`config.mk`:
```
export PLATFORM = sky130hd
export DESIGN_NAME = teclado_decimal_antirrebote_flat
export DESIGN_NICKNAME = d
export VERILOG_FILES = /design/src/rtl/teclado_decimal_antirrebote_pkg.sv /design/src/rtl/teclado_decimal_antirrebote_if.sv /design/src/rtl/teclado_decimal_antirrebote_sincronizador_2ff.sv /design/src/rtl/teclado_decimal_antirrebote.sv /design/src/flat_wrapper.sv
export SDC_FILE = /design/constraint.sdc
export NUM_CORES = 1
export LEC_CHECK = 0
export CORE_MARGIN = 10
export CORE_UTILIZATION = 50
export CTS_CLUSTER_SIZE = 30
export DETAILED_ROUTE_END_ITERATION = 6
export HOLD_SLACK_MARGIN = 0.03
export PLACE_DENSITY = 0.82
export SLEW_MARGIN = 0
export SYNTH_ARGS = -nofsm -noshare
export SYNTH_HDL_FRONTEND = slang
export SYNTH_SLANG_ARGS = --single-unit
```
`constraint.sdc`:
```
create_clock -name clk -period 2.2 [get_ports clk]
set_input_delay 0.44 -clock clk [delete_from_list [all_inputs] [get_ports clk]]
set_output_delay 0.44 -clock clk [all_outputs]
set_load 0.03 [all_outputs]
```
`src/rtl/teclado_decimal_antirrebote_pkg.sv`:
```
// Shared types and helpers for the decimal keypad front-end and the 1-of-10 code converter bench.
package teclado_pkg;
  localparam int NUM_TECLAS = 10;

  typedef enum logic [1:0] {
    IDLE,
    DEBOUNCE,
    HOLD,
    WAIT_RELEASE
  } estado_t;

  // A word is one-hot when it is non-zero and clearing its lowest set bit leaves nothing.
  function automatic logic es_onehot(input logic [NUM_TECLAS-1:0] v);
    return (v != '0) && ((v & (v - NUM_TECLAS'(1))) == '0);
  endfunction

  function automatic logic mas_de_una(input logic [NUM_TECLAS-1:0] v);
    return (v & (v - NUM_TECLAS'(1))) != '0;
  endfunction
endpackage

```
`src/rtl/teclado_decimal_antirrebote_if.sv`:
```
// Output bus of the keypad front-end: registered one-hot digit, valid/ack handshake, error pulse.
interface teclado_decimal_antirrebote_if;
  import teclado_pkg::*;

  // valid rises with a one-hot D and both hold steady until ack is sampled high on a rising
  // edge while valid=1; that edge drops valid and clears D. ack while valid=0 is ignored.
  logic [NUM_TECLAS-1:0] D;
  logic                  valid;
  logic                  ack;
  logic                  multi_err;

  modport master (output D, output valid, output multi_err, input ack);
  modport slave  (input D, input valid, input multi_err, output ack);
endinterface

```
`src/rtl/teclado_decimal_antirrebote_sincronizador_2ff.sv`:
```
// Two-flop synchroniser for asynchronous level inputs, cleared to zero on reset.
module sincronizador_2ff #(
  parameter int W = 1
) (
  input  logic         clk,
  input  logic         rst_n,
  input  logic [W-1:0] i_d,
  output logic [W-1:0] o_q
);
  logic [W-1:0] r_meta;
  logic [W-1:0] r_sync;

  always_ff @(posedge clk or negedge rst_n) begin
    if (!rst_n) begin
      r_meta <= '0;
      r_sync <= '0;
    end else begin
      r_meta <= i_d;
      r_sync <= r_meta;
    end
  end

  assign o_q = r_sync;
endmodule

```
`src/rtl/teclado_decimal_antirrebote.sv`:
```
// Keypad front-end: synchronise, debounce, reject multi-key presses, one valid/ack per press.
// Optional auto-repeat of a held key is compiled in with `define AUTOREPEAT_EN.
module teclado_decimal_antirrebote
  import teclado_pkg::*;
#(
  parameter int DEBOUNCE_CYCLES = 16
`ifdef AUTOREPEAT_EN
  ,
  parameter int REPEAT_CYCLES = 1024
`endif
) (
  input  logic                         clk,
  input  logic                         rst_n,
  input  logic [NUM_TECLAS-1:0]        teclas,
  teclado_decimal_antirrebote_if.master bus,
  output estado_t                      dbg_state
);
  localparam int CNT_W = $clog2(DEBOUNCE_CYCLES + 1);
  localparam logic [CNT_W-1:0] CNT_LAST = CNT_W'(DEBOUNCE_CYCLES - 1);
`ifdef AUTOREPEAT_EN
  localparam int REP_W = $clog2(REPEAT_CYCLES + 1);
  localparam logic [REP_W-1:0] REP_LAST = REP_W'(REPEAT_CYCLES - 1);
  logic [REP_W-1:0] r_rep;
`endif

  logic [NUM_TECLAS-1:0] w_teclas_s;
  estado_t               r_state;
  logic [CNT_W-1:0]      r_cnt;
  logic [NUM_TECLAS-1:0] r_cand;
  logic [NUM_TECLAS-1:0] r_d;
  logic                  r_valid;
  logic                  r_multi;

  sincronizador_2ff #(.W(NUM_TECLAS)) u_sync (
    .clk   (clk),
    .rst_n (rst_n),
    .i_d   (teclas),
    .o_q   (w_teclas_s)
  );

  always_ff @(posedge clk or negedge rst_n) begin
    if (!rst_n) begin
      r_state <= IDLE;
      r_cnt   <= '0;
      r_cand  <= '0;
      r_d     <= '0;
      r_valid <= 1'b0;
      r_multi <= 1'b0;
`ifdef AUTOREPEAT_EN
      r_rep   <= '0;
`endif
    end else begin
      r_multi <= 1'b0;
      case (r_state)
        IDLE: begin
          if (mas_de_una(w_teclas_s)) begin
            r_multi <= 1'b1;
            r_cand  <= '0;
            r_cnt   <= '0;
            r_state <= WAIT_RELEASE;
          end else if (w_teclas_s != '0) begin
            r_cand  <= w_teclas_s;
            r_cnt   <= '0;
            r_state <= DEBOUNCE;
          end
        end
        DEBOUNCE: begin
          if (w_teclas_s == r_cand) begin
            if (r_cnt == CNT_LAST) begin
              r_d     <= r_cand;
              r_valid <= 1'b1;
              r_cnt   <= '0;
              r_state <= HOLD;
            end else begin
              r_cnt <= r_cnt + CNT_W'(1);
            end
          end else begin
            r_cnt   <= '0;
            r_state <= IDLE;
          end
        end
        HOLD: begin
          // Key activity is deliberately ignored here so an accepted press waits for its ack.
          if (bus.ack) begin
            r_valid <= 1'b0;
            r_d     <= '0;
            r_cnt   <= '0;
`ifdef AUTOREPEAT_EN
            r_rep   <= '0;
`endif
            r_state <= WAIT_RELEASE;
          end
        end
        WAIT_RELEASE: begin
          if (w_teclas_s == '0) begin
            if (r_cnt == CNT_LAST) begin
              r_cnt   <= '0;
              r_state <= IDLE;
            end else begin
              r_cnt <= r_cnt + CNT_W'(1);
            end
          end else begin
            r_cnt <= '0;
          end
`ifdef AUTOREPEAT_EN
          // r_cand is zero after a multi-key press, so a rejected chord never repeats.
          if ((r_cand != '0) && (w_teclas_s == r_cand)) begin
            if (r_rep == REP_LAST) begin
              r_rep   <= '0;
              r_d     <= r_cand;
              r_valid <= 1'b1;
              r_cnt   <= '0;
              r_state <= HOLD;
            end else begin
              r_rep <= r_rep + REP_W'(1);
            end
          end else begin
            r_rep <= '0;
          end
`endif
        end
        default: r_state <= IDLE;
      endcase
    end
  end

  assign bus.D         = r_d;
  assign bus.valid     = r_valid;
  assign bus.multi_err = r_multi;
  assign dbg_state     = r_state;
endmodule

```
`src/flat_wrapper.sv`:
```
// flat-port wrapper written by rule: the top's interface ports become plain ports
module teclado_decimal_antirrebote_flat import teclado_pkg::*;
#(
  parameter int DEBOUNCE_CYCLES = 16

)
  (clk, rst_n, teclas, dbg_state, bus_D, bus_valid, bus_multi_err, bus_ack);
  teclado_decimal_antirrebote_if bus_i ();
  input  logic clk;
  input  logic rst_n;
  input  logic [NUM_TECLAS-1:0] teclas;
  output estado_t dbg_state;
  output wire logic [$bits(bus_i.D)-1:0] bus_D;
  output wire logic [$bits(bus_i.valid)-1:0] bus_valid;
  output wire logic [$bits(bus_i.multi_err)-1:0] bus_multi_err;
  input wire logic [$bits(bus_i.ack)-1:0] bus_ack;
  assign bus_D = bus_i.D;
  assign bus_valid = bus_i.valid;
  assign bus_multi_err = bus_i.multi_err;
  assign bus_i.ack = bus_ack;
  teclado_decimal_antirrebote #(.DEBOUNCE_CYCLES(DEBOUNCE_CYCLES)) u_core (.clk(clk), .rst_n(rst_n), .teclas(teclas), .bus(bus_i), .dbg_state(dbg_state));
endmodule
```
==> run summary, run 1 <==
On the final layout, the worst hold slack is 241 ps. The run gives 0 as the final number of hold-violating endpoints. The run finished with clean final reports. The first global-routing pass estimated 7090 µm of wire. The minimum clock period works out to 2050 ps. Entering global routing, the biggest net connects 41 pins.

The run gives 129 as the number of DRC markers in iteration 0. Walking the worst path, the cells encountered are or4_4, nor4_4, nand2b_2, nand2_1, o21ai_0. The Yosys step of the flow raised 0 warnings. The first TritonRoute pass finished after 4 iterations. The total of flip-flops plus latches after synthesis is 49, and the slew at the pin with the worst max-slew slack is 834 ps. The clock arrives with 4.83 ps of skew. Broken down by cell family, the worst path's largest delay share belongs to simple AND/OR/NAND/NOR gates. The tools report the worst setup slack before clock tree synthesis as -21.9 ps. The floorplan has 23 rows.

The initial core utilization was 0.515; the total number of clock tree sinks was 49. The tools report the proportion of synthesized chip area in sequential cells as 0.599. The logs give 0.624 for the core utilization of the finished layout and 2 for the CTS H-tree depth. The count of placed standard cells including taps was 243. The element type at the critical path end was a flip-flop. The biggest area contributor in the post-synthesis netlist is sky130_fd_sc_hd__dfrtp_1. The worst path meets setup with 153 ps of slack. The via count of the first global-routing pass came out at 1540. Clock-pin slew was measured on the worst setup and hold paths at 80 ps.

The post-detailed-placement half-perimeter wirelength is 3260 µm. The layout cell share with drive strength beyond 1 was 0.153; the maximum VDD drop was 0.000410 V. The floorplan step set the die height to 84.0 µm.

Among all stages on the critical path, the largest delay is contributed by sky130_fd_sc_hd__or4_4. The tools report the antenna diode count as 0. The relative slew slack came out at 0.444. The number of buffers and inverters on the critical path is 0.

The commonest cells after synthesis are 49 x sky130_fd_sc_hd__dfrtp_1, 18 x sky130_fd_sc_hd__nand2_1, 10 x sky130_fd_sc_hd__a22o_1, 10 x sky130_fd_sc_hd__nor2_1, 10 x sky130_fd_sc_hd__xnor2_1. For the number of antenna-violating nets in the routed design, the log shows 0. The worst endpoint data arrival time is 2250 ps. The floorplan step defined a die boundary enclosing 0.00705 mm². After routing the design area is 0.00248 mm². The number of synthesized flops with an enable pin is 0. Buffers inserted to repair hold after CTS numbered 0. The tool flagged a number of max-cap violations equal to 0. Once placement finished, the instance area stood at 0.00238 mm². Number of endpoints failing setup at the final stage: 0. The tightest min-delay check is of the in2async type.

The internal power was 1.18 mW. The combinational share of power is 0.050, and the number of max-slew violations in the final report is 0. When the netlist entered floorplanning its net count stood at 180. In the final timing run, aggregate negative setup slack is 0 ps. Ranked by total cell area, the synthesized netlist is headed by sky130_fd_sc_hd__dfrtp_1 60%, sky130_fd_sc_hd__a22o_1 4.3%, sky130_fd_sc_hd__xnor2_1 4.3%. The total overflow left after global routing is 0. Wires add up to 4230 µm. The area growth from synthesis to layout was 21.0%. Of all nets on the critical path, the largest fanout is 12.

Pin placement for this block handled 27 I/O pins. The routed via count divided by cell count came out at 5.72. The final critical-path share of the clock period works out to 0.930. The clock passes through at most 2 buffers. For the total global routing track utilization, the log shows 0.122. The cell area that synthesis handed to floorplanning was 0.00205 mm². Sequential cell area in the final layout: 0.00123 mm². The number of remaining DRC errors came out at 0. The startpoint-to-endpoint class of the critical path is reg2reg. Clock latency on the worst-skew pair, taken at its later pin, is 290 ps. Data on the critical path is required at its endpoint by 2410 ps. The tools report the relative contribution of the clock network to total power as 0.324. Number of buffers inserted during clock tree synthesis: 5. In this run the clock root is driven by a sky130_fd_sc_hd__clkbuf_8. TritonCTS built the clock tree. For the leakage power figure, the log shows 1.05 nW.

For the number of fill cells in the layout, the log shows 321. The layout net count was 215; the top cell type's share of synthesized area was 0.599. Dividing total power by cell area gives a power density of 604 mW/mm². The synthesized netlist contains 44 unique library cells. Setup repair after global routing left no endpoint under its margin. Register share of total power: 0.626. The proportion of register bits with asynchronous set or reset after synthesis works out to 1.00. The kind of start point of the critical path was a flip-flop. The area of the core was 0.00397 mm². In the post-synthesis netlist, the cell with the most instances is sky130_fd_sc_hd__dfrtp_1.

For this run, the slowest stage of the critical path takes 590 ps. The count of buffers added on input and output ports is 26. The number of antenna violations at the first check in global routing is 0, and the average wire per cell in the routed design is 16.8 µm. The post-synthesis area per instance is 12.3 µm², and the overall die width is 84.0 µm. The run gives 166 as the number of instances in the synthesized netlist. The total power was 1.50 mW; the last weighted congestion value of the routability-driven placer was 0.859. In the synthesized netlist the dominant register cell turns out to be sky130_fd_sc_hd__dfrtp_1. Timing would allow up to 489 MHz.

The switching power as a share of total power was 0.209. Leaving out filler cells and counting taps, the final layout contains 252. In the final layout, the multi-input gates occupy 778 µm².

The switching power summed over all nets is 0.313 mW, and the vias after detailed routing is 1442.
-- routing by layer --
layer / vias to the layer above / track usage / routed length [µm]
met3: 17 / 0.0410 / 275
met1: 697 / 0.125 / 1670
met2: 63 / 0.210 / 2150
met4: 0 / 0.0700 / 127
met5: - / 0 / 0
li1: 665 / - / -
-- cell usage in the layout (no fill, tap or decap), types with 2 or more instances in the layout --
master / instances
sky130_fd_sc_hd__buf_4: 8
sky130_fd_sc_hd__o21ai_1: 3
sky130_fd_sc_hd__a21boi_0: 2
sky130_fd_sc_hd__o21ai_0: 6
sky130_fd_sc_hd__a32o_1: 3
sky130_fd_sc_hd__nor2_1: 10
sky130_fd_sc_hd__maj3_1: 2
sky130_fd_sc_hd__inv_1: 4
sky130_fd_sc_hd__nand2_1: 18
sky130_fd_sc_hd__nand3_1: 3
sky130_fd_sc_hd__o2111ai_1: 2
sky130_fd_sc_hd__a22oi_1: 2
sky130_fd_sc_hd__a22o_1: 10
sky130_fd_sc_hd__or2_2: 3
sky130_fd_sc_hd__clkdlybuf4s50_1: 25
sky130_fd_sc_hd__dfrtp_1: 49
sky130_fd_sc_hd__clkbuf_1: 3
sky130_fd_sc_hd__xnor2_1: 10
sky130_fd_sc_hd__o31ai_2: 2
sky130_fd_sc_hd__nand4_1: 2
sky130_fd_sc_hd__a21oi_1: 6
sky130_fd_sc_hd__clkbuf_8: 5
-- path summary, 6_finish.rpt --
check | start | end | slack [ps] | cells after the start
min in group clk | u_core.u_sync.r_meta[5] | u_core.u_sync.o_q[5] | 350 | 0
worst max register to register | u_core.u_sync.o_q[1] | u_core.r_cand[2] | 150 | 5
worst max-delay path | u_core.u_sync.o_q[1] | u_core.r_cand[2] | 150 | 5
max in group asynchronous | rst_n | u_core.u_sync.r_meta[0] | 1330 | 2
worst min-delay path | rst_n | u_core.bus.D[2] | 240 | 1
worst min register to register | u_core.u_sync.r_meta[5] | u_core.u_sync.o_q[5] | 350 | 0
-- state kept, by name (all words and copies together), names as in the netlist --
name                  cells
u_core.bus.D             10
u_core.r_cand            10
u_core.u_sync.r_meta     10
u_core.u_sync.o_q        10
u_core.r_cnt              5
u_core.bus.valid          1
u_core.dbg_state          2
u_core.bus.multi_err      1
-- logic make-up after synthesis --
group                    count (synthesis)  share of synthesized area
flip-flops                              49                      0.599
buffers and inverters                   10                     0.0244
XOR/XNOR                                11                     0.0471
AND/OR/NAND/NOR                         47                      0.130
adder cells (fa/ha/maj)                  3                     0.0159
AO/OA/AOI/OAI                           46                      0.184
-- final cells by class --
type                    count  area share
multi-input cells         107       0.314
clock buffers               8      0.0323
well taps                  50      0.0253
flip-flops and latches     49       0.495
repair buffers             34       0.127
inverters                   4     0.00606
-- power by group through the flow --
stage	clock network [mW]	logic (mW)	registers (mW)
3_3_place_gp	0	0.0721	0.952
2_1_floorplan	0	0.0254	0.952
5_1_grt	0.535	0.0821	0.938
4_1_cts	0.494	0.0757	0.936
3_5_place_dp	0	0.0756	0.954
6_report	0.485	0.0747	0.936
-- timing repair --
item / in CTS / in global routing
buffers inserted: 1 / 0
pin swaps: 1 / 0
resized for setup: 0 / 1
setup endpoints to repair: 11 / 11
Note: power is estimated with default switching activity, not from simulation.
==> run 2, diff against run 1 <==
- SLEW_MARGIN: 0 -> 20
==> results of run 2 <==
Final layout, timing and power as in run 1 (identical DEF).
